### config.mk
export PLATFORM = sky130hd
export DESIGN_NAME = kf8237_dma_device_flat
export DESIGN_NICKNAME = d
export VERILOG_FILES = /design/src/rtl/kf8237_dma_device_if.sv /design/src/rtl/kf8237_dma_device.sv /design/src/flat_wrapper.sv
export SDC_FILE = /design/constraint.sdc
export NUM_CORES = 1
export LEC_CHECK = 0
export CAP_MARGIN = 0
export CORE_UTILIZATION = 49
export DETAILED_ROUTE_END_ITERATION = 7
export PLACE_DENSITY = 0.82
export SLEW_MARGIN = 20
export SYNTH_ARGS = -nofsm -noshare
export SYNTH_HDL_FRONTEND = slang
export SYNTH_SLANG_ARGS = --single-unit
export TNS_END_PERCENT = 30
### constraint.sdc
create_clock -name clock -period 2.9 [get_ports clock]
set_clock_uncertainty 0.2 [all_clocks]
set_input_delay 0.58 -clock clock [delete_from_list [all_inputs] [get_ports clock]]
set_output_delay 0.58 -clock clock [all_outputs]
set_load 0.1 [all_outputs]
### src/rtl/kf8237_dma_device_if.sv
// DREQ/DACK system-bus signals between one KF8237 channel (master) and a
// peripheral DMA endpoint (slave).
interface kf8237_dma_device_if;
  logic       dma_request;
  logic       dma_acknowledge;
  logic       io_read_n_in;
  logic       io_write_n_in;
  logic       end_of_process_in;
  logic       end_of_process_out;
  logic [7:0] data_bus_in;
  logic [7:0] data_bus_out;
  logic       data_bus_out_enable;

  modport master (
    input  dma_request, end_of_process_out, data_bus_out, data_bus_out_enable,
    output dma_acknowledge, io_read_n_in, io_write_n_in, end_of_process_in, data_bus_in
  );

  modport slave (
    output dma_request, end_of_process_out, data_bus_out, data_bus_out_enable,
    input  dma_acknowledge, io_read_n_in, io_write_n_in, end_of_process_in, data_bus_in
  );
endinterface

### src/rtl/kf8237_dma_device.sv
// Peripheral-side KF8237 DMA endpoint: byte FIFO between a local device port
// and the system data bus, DREQ generation, IOR/IOW strobe servicing, EOP.
// Optional feature macro: KF8237_DEVICE_EOP_OUT_EN adds a transfer length
// counter that drives end_of_process_out on the final byte.
module kf8237_dma_device #(
  parameter  int FIFO_DEPTH    = 8,
  parameter  int REQ_THRESHOLD = 4,
  localparam int AW            = $clog2(FIFO_DEPTH),
  localparam int CW            = $clog2(FIFO_DEPTH) + 1
) (
  input  logic          clock,
  input  logic          reset,
  input  logic          enable,
  input  logic          direction,
  input  logic          done_clear,
  input  logic          local_write,
  input  logic [7:0]    local_wdata,
  input  logic          local_read,
  output logic [7:0]    local_rdata,
  output logic [CW-1:0] fifo_count,
  output logic          fifo_full,
  output logic          fifo_empty,
  output logic          transfer_done,
  output logic          underrun,
  output logic          overrun,
`ifdef KF8237_DEVICE_EOP_OUT_EN
  input  logic          length_load,
  input  logic [15:0]   length_value,
`endif
  kf8237_dma_device_if.slave bus
);

  typedef enum logic [1:0] {S_IDLE, S_REQUEST, S_ACTIVE, S_RELEASE} state_t;

  state_t        state_q, state_d;
  logic          dir_q, dir_d;
  logic          ior_n_q, iow_n_q;
  logic [7:0]    bus_q, bus_d;
  logic [7:0]    mem_q [FIFO_DEPTH];
  logic [7:0]    mem_d [FIFO_DEPTH];
  logic [AW-1:0] wr_ptr_q, wr_ptr_d, rd_ptr_q, rd_ptr_d;
  logic [CW-1:0] count_q, count_d, free_cnt;
  logic          done_q, done_d, under_q, under_d, over_q, over_d;

  logic dir_eff, ior_end, iow_end;
  logic dma_pop_req, dma_push_req, dma_pop, dma_push, loc_push, loc_pop;
  logic push, pop, xfer, last_byte, thresh_ok, len_ok, eop_out, eop_any, set_done;
  logic [7:0] push_data;

  // Direction follows the pin while idle and is frozen for the whole burst.
  assign dir_eff  = (state_q == S_IDLE) ? direction : dir_q;
  // A strobe ends on its rising edge, and only counts while acknowledged.
  assign ior_end  = bus.dma_acknowledge & ~ior_n_q & bus.io_read_n_in;
  assign iow_end  = bus.dma_acknowledge & ~iow_n_q & bus.io_write_n_in;

  assign fifo_empty = (count_q == '0);
  assign fifo_full  = (count_q == CW'(FIFO_DEPTH));
  assign free_cnt   = CW'(FIFO_DEPTH) - count_q;
  assign fifo_count = count_q;
  assign local_rdata = mem_q[rd_ptr_q];

  // DMA side owns the single write/read port when it moves a byte; the local
  // side of the same kind is dropped in that (controller-timed) cycle.
  assign dma_pop_req  = ior_end & ~dir_eff;
  assign dma_push_req = iow_end &  dir_eff;
  assign dma_pop      = dma_pop_req  & ~fifo_empty;
  assign dma_push     = dma_push_req & ~fifo_full;
  assign loc_push     = local_write & ~fifo_full  & ~dma_push;
  assign loc_pop      = local_read  & ~fifo_empty & ~dma_pop;
  assign push         = dma_push | loc_push;
  assign pop          = dma_pop  | loc_pop;
  assign push_data    = dma_push ? bus_q : local_wdata;
  assign xfer         = dma_pop | dma_push;

  // Final byte of a burst: FIFO drained (D2M) or filled (M2D) by this strobe.
  assign last_byte = dir_q ? (dma_push && count_q == CW'(FIFO_DEPTH - 1))
                           : (dma_pop && count_q == CW'(1) && !loc_push);
  assign thresh_ok = direction ? (free_cnt >= CW'(REQ_THRESHOLD))
                               : (count_q  >= CW'(REQ_THRESHOLD));

`ifdef KF8237_DEVICE_EOP_OUT_EN
  logic [15:0] len_q, len_d;
  logic        strobe_low;
  assign strobe_low = bus.dma_acknowledge & (dir_eff ? ~bus.io_write_n_in : ~bus.io_read_n_in);
  assign eop_out    = strobe_low & (len_q == 16'd1);
  assign len_ok     = (len_q != 16'd0);

  // Length counter: loaded only while idle, counts actually moved bytes.
  always_comb begin
    len_d = len_q;
    if (state_q == S_IDLE && length_load) len_d = length_value;
    else if (xfer && len_q != 16'd0)      len_d = len_q - 16'd1;
  end

  // Length counter register.
  always_ff @(posedge clock) begin
    if (reset) len_q <= '0;
    else       len_q <= len_d;
  end
`else
  assign eop_out = 1'b0;
  assign len_ok  = 1'b1;
`endif

  // Self-generated EOP ends the burst exactly like one from the controller.
  assign eop_any = bus.dma_acknowledge & (bus.end_of_process_in | eop_out);

  assign bus.end_of_process_out  = eop_out;
  assign bus.dma_request         = (state_q == S_REQUEST) || (state_q == S_ACTIVE);
  assign bus.data_bus_out_enable = bus.dma_acknowledge & ~bus.io_read_n_in & ~dir_eff;
  assign bus.data_bus_out        = (bus.data_bus_out_enable && !fifo_empty) ? mem_q[rd_ptr_q] : 8'hFF;
  assign transfer_done = done_q;
  assign underrun      = under_q;
  assign overrun       = over_q;

  // Request FSM next state; losing DACK mid-burst (preemption) keeps requesting.
  always_comb begin
    state_d  = state_q;
    dir_d    = dir_q;
    set_done = 1'b0;
    case (state_q)
      S_IDLE: if (enable && thresh_ok && len_ok) begin
        state_d = S_REQUEST;
        dir_d   = direction;
      end
      S_REQUEST: begin
        if (eop_any) begin
          state_d  = S_RELEASE;
          set_done = 1'b1;
        end else if (bus.dma_acknowledge) state_d = S_ACTIVE;
      end
      S_ACTIVE: begin
        if (eop_any) begin
          state_d  = S_RELEASE;
          set_done = 1'b1;
        end else if (last_byte) state_d = S_RELEASE;
      end
      S_RELEASE: if (!bus.dma_acknowledge) state_d = S_IDLE;
      default: state_d = S_IDLE;
    endcase
  end

  // FIFO pointers, occupancy, bus capture and sticky flags (set beats clear).
  always_comb begin
    mem_d = mem_q;
    if (push) mem_d[wr_ptr_q] = push_data;
    wr_ptr_d = push ? wr_ptr_q + AW'(1) : wr_ptr_q;
    rd_ptr_d = pop  ? rd_ptr_q + AW'(1) : rd_ptr_q;
    count_d  = count_q + CW'(push) - CW'(pop);
    bus_d    = (!bus.io_read_n_in || !bus.io_write_n_in) ? bus.data_bus_in : bus_q;
    done_d   = set_done | (done_q & ~done_clear);
    under_d  = (dma_pop_req  & fifo_empty) | (under_q & ~done_clear);
    over_d   = (dma_push_req & fifo_full)  | (over_q  & ~done_clear);
  end

  // Control state register with synchronous reset.
  always_ff @(posedge clock) begin
    if (reset) begin
      state_q  <= S_IDLE;
      dir_q    <= 1'b0;
      ior_n_q  <= 1'b1;
      iow_n_q  <= 1'b1;
      bus_q    <= 8'h00;
      wr_ptr_q <= '0;
      rd_ptr_q <= '0;
      count_q  <= '0;
      done_q   <= 1'b0;
      under_q  <= 1'b0;
      over_q   <= 1'b0;
    end else begin
      state_q  <= state_d;
      dir_q    <= dir_d;
      ior_n_q  <= bus.io_read_n_in;
      iow_n_q  <= bus.io_write_n_in;
      bus_q    <= bus_d;
      wr_ptr_q <= wr_ptr_d;
      rd_ptr_q <= rd_ptr_d;
      count_q  <= count_d;
      done_q   <= done_d;
      under_q  <= under_d;
      over_q   <= over_d;
    end
  end

  // FIFO storage; contents are meaningless once the pointers are reset.
  always_ff @(posedge clock) begin
    mem_q <= mem_d;
  end

endmodule
### src/flat_wrapper.sv
// flat-port wrapper written by rule: the top's interface ports become plain ports
module kf8237_dma_device_flat 
#(
  parameter  int FIFO_DEPTH    = 8,
  parameter  int REQ_THRESHOLD = 4,
  localparam int AW            = $clog2(FIFO_DEPTH),
  localparam int CW            = $clog2(FIFO_DEPTH) + 1
)
  (clock, reset, enable, direction, done_clear, local_write, local_wdata, local_read, local_rdata, fifo_count, fifo_full, fifo_empty, transfer_done, underrun, overrun, bus_dma_request, bus_end_of_process_out, bus_data_bus_out, bus_data_bus_out_enable, bus_dma_acknowledge, bus_io_read_n_in, bus_io_write_n_in, bus_end_of_process_in, bus_data_bus_in);
  kf8237_dma_device_if bus_i ();
  input  logic clock;
  input  logic reset;
  input  logic enable;
  input  logic direction;
  input  logic done_clear;
  input  logic local_write;
  input  logic [7:0] local_wdata;
  input  logic local_read;
  output logic [7:0] local_rdata;
  output logic [CW-1:0] fifo_count;
  output logic fifo_full;
  output logic fifo_empty;
  output logic transfer_done;
  output logic underrun;
  output logic overrun;
  output wire logic [$bits(bus_i.dma_request)-1:0] bus_dma_request;
  output wire logic [$bits(bus_i.end_of_process_out)-1:0] bus_end_of_process_out;
  output wire logic [$bits(bus_i.data_bus_out)-1:0] bus_data_bus_out;
  output wire logic [$bits(bus_i.data_bus_out_enable)-1:0] bus_data_bus_out_enable;
  input wire logic [$bits(bus_i.dma_acknowledge)-1:0] bus_dma_acknowledge;
  input wire logic [$bits(bus_i.io_read_n_in)-1:0] bus_io_read_n_in;
  input wire logic [$bits(bus_i.io_write_n_in)-1:0] bus_io_write_n_in;
  input wire logic [$bits(bus_i.end_of_process_in)-1:0] bus_end_of_process_in;
  input wire logic [$bits(bus_i.data_bus_in)-1:0] bus_data_bus_in;
  assign bus_dma_request = bus_i.dma_request;
  assign bus_end_of_process_out = bus_i.end_of_process_out;
  assign bus_data_bus_out = bus_i.data_bus_out;
  assign bus_data_bus_out_enable = bus_i.data_bus_out_enable;
  assign bus_i.dma_acknowledge = bus_dma_acknowledge;
  assign bus_i.io_read_n_in = bus_io_read_n_in;
  assign bus_i.io_write_n_in = bus_io_write_n_in;
  assign bus_i.end_of_process_in = bus_end_of_process_in;
  assign bus_i.data_bus_in = bus_data_bus_in;
  kf8237_dma_device #(.FIFO_DEPTH(FIFO_DEPTH), .REQ_THRESHOLD(REQ_THRESHOLD)) u_core (.clock(clock), .reset(reset), .enable(enable), .direction(direction), .done_clear(done_clear), .local_write(local_write), .local_wdata(local_wdata), .local_read(local_read), .local_rdata(local_rdata), .fifo_count(fifo_count), .fifo_full(fifo_full), .fifo_empty(fifo_empty), .transfer_done(transfer_done), .underrun(underrun), .overrun(overrun), .bus(bus_i));
endmodule
==> results.json, run 1 <==
{
  "grt_max_degree": 20,
  "yosys.area_share.simple": 0.102,
  "cts_root_buf": "clkbuf_8",
  "synth_top_family_by_area": "multiplexers",
  "timing.final.crit_share": 1.11,
  "antenna_left": 0,
  "drv_slew": 0,
  "p_int_uw": 3010,
  "setup_violations": 8,
  "drtPass1Iterations": 4,
  "path_class": "flop to output pin",
  "synth_top_flop_cell": "edfxtp_1",
  "ys_warn_count": 0,
  "setup_slack_ps": -322,
  "final_hold_viol_count": 0,
  "syn-num-nets": 328,
  "slew_headroom": 0.514,
  "total_power_uw": 5270,
  "avgSynthCellArea_um2": 14.2,
  "die_h_um": 93,
  "core_area_um2": 7890,
  "violations": "setup timing",
  "syn_area_um2": 4060,
  "clkTransAtPathRegs_ps": 90,
  "hold_class": "flop to flop",
  "syn_inst": 285,
  "multi_input_area_um2": 1560,
  "rsz0062_at_grt": "yes",
  "cts_max_level": 3,
  "min_period_ps": 3220,
  "row_count": 32,
  "async_flop_share": 0,
  "ir_worst_vdd_uv": 812,
  "critPathMaxFanout": 5,
  "portBuffers": 53,
  "pwr-share-seq": 0.307,
  "ys_seq_area_frac": 0.602,
  "synth_edf_count": 64,
  "final_cell_mix": "edfxtp_1 (64), buf_4 (44), clkdlybuf4s50_1 (26)",
  "initialDrtViolationCount": 188,
  "fp.dieW_um": 93,
  "r2r_start": "u_core.state_q[1]",
  "die-area_um2": 8650,
  "fin_setup_tns_ps": -1960,
  "layout.nets": 419,
  "fillCellCount": 512,
  "synth_adder_area_share": 0.0512,
  "numCtsBuffers": 9,
  "worstPathRequired_ps": 2120,
  "drc_errors": 0,
  "syn2layout_area_growth_pct": 34.6,
  "fmax_mhz": 310,
  "diodes": 0,
  "cts_hold_buf": 0,
  "switching_share": 0.428,
  "crit_path_end_kind": "output pin",
  "cts_sinks": 90,
  "drive_above_1_share": 0.367,
  "synth_xor_area_frac": 0.0108,
  "clk_latency_ps": 360,
  "combPwrFrac": 0.533,
  "hold_ws_ps": 264,
  "critPathLaunchType": "flop",
  "final_core_util": 0.692,
  "final_common_cell": "edfxtp_1",
  "grt_overflow_total": 0,
  "worst_slew_pin_slew_ps": 726,
  "synth_compound_area_frac": 0.0453,
  "dp_hpwl_mm": 6.35,
  "synth.area.mux_share": 0.156,
  "start_util": 0.514,
  "cts_tree": "built",
  "place_area_um2": 5160,
  "status": "finished, violations left",
  "grt_pass1_vias": 2841,
  "stdcell_area_um2": 5460,
  "wl_mm": 9.25,
  "grt.total_usage": 0.231,
  "synth-seq-cells": 90,
  "p_sw_uw": 2260,
  "io_pins": 55,
  "grt_pass1_wl_mm": 14.6,
  "pwr-share-clk": 0.160,
  "gp_congestion": 0.830,
  "num_vias": 2700,
  "drv_cap": 0,
  "critPathLaunch": "u_core.rd_ptr_q[0]",
  "seqCellArea_um2": 2460,
  "avgViaCountPerCell": 5.59,
  "antenna_found_initial": 0,
  "routedWlPerCell_um": 19.2,
  "worstHoldStart": "u_core.bus_q[4]",
  "synth_cell_type_count": 44,
  "arrival_ps": 2440,
  "pwr_density_cell_nw_per_um2": 964,
  "clock_path_buffers": 2,
  "p_leak_uw": 0.00205
}
==> stage by stage <==
| step | cells | setup WS [ps] |
|---|---|---|
| final | 483 | -322 |
| after global routing | 483 | -364 |
| after CTS | 483 | -315 |
| after detailed placement | 460 | -184 |
| after global placement | 460 | -150 |
| after floorplan | 285 | -114 |
==> logic make-up (layout without fill, tap and decap cells) <==
kind of cell	after synthesis	in the layout
other	1	1
buffers and inverters	27	123
flip-flops	90	90
AND/OR/NAND/NOR	80	80
multiplexers	39	39
XOR/XNOR	5	5
adder cells (fa/ha/maj)	16	16
AO/OA/AOI/OAI	27	27
==> cell usage after synthesis (2+ instances only) <==
library cell,instances,area [µm²]
mux4_2,11,248
xnor2_1,4,35.0
a32oi_1,3,26.3
mux2i_1,5,50.1
nand2b_1,6,37.5
or4_1,8,60.1
dfxtp_1,26,521
a22oi_1,2,15.0
and4_1,2,17.5
edfxtp_1,64,1920
nand2_1,17,63.8
mux4_1,5,131
clkbuf_1,10,37.5
mux2_2,18,203
and2_1,2,12.5
nor2_1,22,82.6
ha_1,15,188
o211ai_1,2,15.0
nor2b_1,2,12.5
nand3_1,9,45.0
a21oi_1,12,60.1
nand3b_1,2,15.0
or2_2,2,12.5
nor3_1,4,20.0
a21boi_0,2,15.0
inv_1,12,45.0
==> path summary, 6_finish.rpt <==
| path | endpoint | slack, ps | cells past startpoint |
|---|---|---|---|
| max | bus_data_bus_out[0] | -320 | 6 |
| min | u_core.bus_q[4] | 260 | 2 |
| max reg2reg | u_core.fifo_count[2] | 200 | 12 |
| min reg2reg | u_core.bus_q[4] | 260 | 2 |
==> final cells by class <==
cell class / count / share of cell area
Clock buffer: 9 / 0.0227
Clock inverter: 7 / 0.0140
Inverter: 12 / 0.00825
Multi-Input combinational cell: 168 / 0.285
Sequential cell: 90 / 0.450
Tap cell: 102 / 0.0234
Timing Repair Buffer: 95 / 0.196
==> power by group through the flow <==
| stage | Clock [µW] | Sequential (µW) | Combinational [µW] |
|---|---|---|---|
| final | 841 | 1620 | 2810 |
| after floorplan | 0 | 1770 | 1670 |
| after detailed placement | 0 | 1630 | 2660 |
| after global routing | 888 | 1630 | 2950 |
| after CTS | 849 | 1610 | 2790 |
| after global placement | 0 | 1620 | 2600 |
==> timing repair <==
action | 4_1_cts | 5_1_grt
pin swaps | 5 | 0
resized for setup | 10 | 5
setup endpoints to repair | 8 | 18
cloned | 1 | 0
setup buffers | 6 | 0
==> sequential cells by signal, summed over array words and instances (netlist names) <==
name	cells
u_core.wr_ptr_q	3
u_core.mem_q	64
u_core.state_q	2
u_core.ior_n_q	1
u_core.overrun	1
u_core.iow_n_q	1
u_core.transfer_done	1
u_core.dir_q	1
u_core.bus_q	8
u_core.rd_ptr_q	3
u_core.fifo_count	4
u_core.underrun	1
==> routing by layer <==
layer,vias to the layer above,global-route usage,share of wire,wire length [µm]
met1,1351,0.275,0.42,3870
met2,75,0.405,0.51,4760
met5,-,0,0,0
met3,21,0.0431,0.044,405
li1,1253,-,-,-
met4,0,0.103,0.024,218
==> critical path: stages (launching register included) <==
cell     delay, ps
dfxtp_4        420
buf_16         140
buf_6           90
mux4_2         490
mux2_4         290
or4_4          460
buf_12         190
(Power assumes the default switching activity.)
==> inputs of run 2 (changes only) <==
--- a/config.mk
+++ b/config.mk
@@ -8,3 +8,5 @@
 export CAP_MARGIN = 0
+export CORE_MARGIN = 5
 export CORE_UTILIZATION = 49
+export CTS_CLUSTER_SIZE = 20
 export DETAILED_ROUTE_END_ITERATION = 7
--- a/constraint.sdc
+++ b/constraint.sdc
@@ -4,2 +4,2 @@
 set_output_delay 0.58 -clock clock [all_outputs]
-set_load 0.1 [all_outputs]
+set_load 0.05 [all_outputs]
==> results.json, run 2 (synthesized netlist as in run 1, its figures left out) <==
{
  "die-area_um2": 10200,
  "rsz0062_at_grt": "yes",
  "largest_register_ffs": 64,
  "place_area_um2": 4940,
  "gp_congestion": 0.810,
  "fmax_mhz": 316,
  "fp.dieW_um": 101,
  "cts_sinks": 90,
  "fillCellCount": 562,
  "setup_violations": 8,
  "setup_slack_ps": -261,
  "arrival_ps": 2380,
  "placed_cells": 465,
  "layout.nets": 418,
  "path_class": "flop to output pin",
  "critPathMaxFanout": 5,
  "start_util": 0.499,
  "die_h_um": 101,
  "worstHoldStart": "u_core.bus_q[0]",
  "worst_slew_pin_slew_ps": 618,
  "grt_overflow_total": 0,
  "numCtsBuffers": 9,
  "avgViaCountPerCell": 5.60,
  "final_cell_mix": "edfxtp_1 (64), buf_4 (46), clkdlybuf4s50_1 (34)",
  "hold_class": "flop to flop",
  "clk_latency_ps": 360,
  "routedWlPerCell_um": 19.7,
  "slew_headroom": 0.586,
  "drv_slew": 0,
  "antenna_left": 0,
  "cts_tree": "built",
  "clkTransAtPathRegs_ps": 100,
  "drc_errors": 0,
  "final_hold_viol_count": 0,
  "wl_mm": 9.54,
  "initialDrtViolationCount": 164,
  "num_vias": 2714,
  "p_leak_uw": 0.00197,
  "grt_max_degree": 20,
  "dp_hpwl_mm": 6.68,
  "portBuffers": 53,
  "final_cells": 485,
  "place_ws_ps": -267,
  "core_area_um2": 8130,
  "drtPass1Iterations": 4,
  "io_pins": 55,
  "min_period_ps": 3160,
  "timing.final.crit_share": 1.09,
  "critPathLaunch": "u_core.rd_ptr_q[0]",
  "antenna_found_initial": 0,
  "grt.total_usage": 0.197,
  "drive_above_1_share": 0.334,
  "violations": "setup timing",
  "final_common_cell": "edfxtp_1",
  "cts_max_level": 3,
  "diodes": 0,
  "clock_path_buffers": 2,
  "r2r_start": "u_core.state_q[1]",
  "grt_pass1_wl_mm": 15.0,
  "top_register": "u_core.mem_q",
  "stdcell_area_um2": 5320,
  "critPathLaunchType": "flop",
  "cts_root_buf": "clkbuf_8",
  "pwr_density_cell_nw_per_um2": 861,
  "cts_hold_buf": 0,
  "row_count": 33,
  "drv_cap": 0,
  "worstPathRequired_ps": 2120,
  "syn2layout_area_growth_pct": 31.0,
  "crit_path_end_kind": "output pin",
  "status": "finished, violations left",
  "grt_pass1_vias": 2819,
  "ir_worst_vdd_uv": 316
}
==> run 2: cell types whose count changed in the layout (fill, tap and decap cells not counted), moves of 3 or more <==
cell             before  now
buf_12               21    3
buf_8                 0    4
clkdlybuf4s50_1      26   34
mux2_2               10   13
mux2_4                8    5
==> run 2: worst paths after layout <==
check / end / slack, ps / cells after the start
worst max-delay path: bus_data_bus_out[2] / -260 / 5
worst min-delay path: u_core.bus_q[0] / 280 / 2
worst max register to register: u_core.fifo_count[2] / 160 / 12
worst min register to register: u_core.bus_q[0] / 280 / 2
==> run 2: layer usage <==
layer / global-route usage / wire, µm
met2: 0.340 / 5080
met3: 0.0436 / 385
met4: 0.0634 / 186
met1: 0.245 / 3890
met5: 0 / 0
==> run 2: cell type report <==
| type | count | area, µm² | area share |
|---|---|---|---|
| inverter | 12 | 45.0 | 0.00847 |
| clock buffer | 9 | 124 | 0.0233 |
| clock inverter | 7 | 88.8 | 0.0167 |
| tap | 105 | 131 | 0.0247 |
| sequential | 90 | 2450 | 0.461 |
| timing repair buffer | 94 | 918 | 0.173 |
| multi-input combinational | 168 | 1560 | 0.293 |
==> run 2: timing repair <==
item                                    4_1_cts  5_1_grt
gates cloned                                  2        0
buffers inserted                              2        0
pin swaps                                     1        0
endpoints found under the setup margin        9       12
gates resized for setup                      24        8
==> run 2: stage by stage <==
step / setup TNS (ps) / total power [µW] / utilization / hold slack (ps)
finish: -1840 / 4580 / 0.653 / 278
global route: -2300 / 4800 / 0.653 / 293
CTS: -2080 / 4590 / 0.650 / 276
detailed placement: -15910 / 3490 / 0.607 / 262
global placement: -8850 / 3430 / 0.607 / 252
floorplan: -42.0 / 2910 / - / 240
==> run 2: critical path, cell delays in order, from the launching register on <==
cell and delay, ps:
dfxtp_4 430, buf_12 140, mux4_1 560, mux2_4 290
or4_4 420, buf_8 170
==> run 2: power by group <==
| part | internal [µW] | switching [µW] |
|---|---|---|
| Clock | 422 | 490 |
| Combinational | 928 | 1120 |
| Sequential | 1510 | 109 |
| Total | 2860 | 1720 |
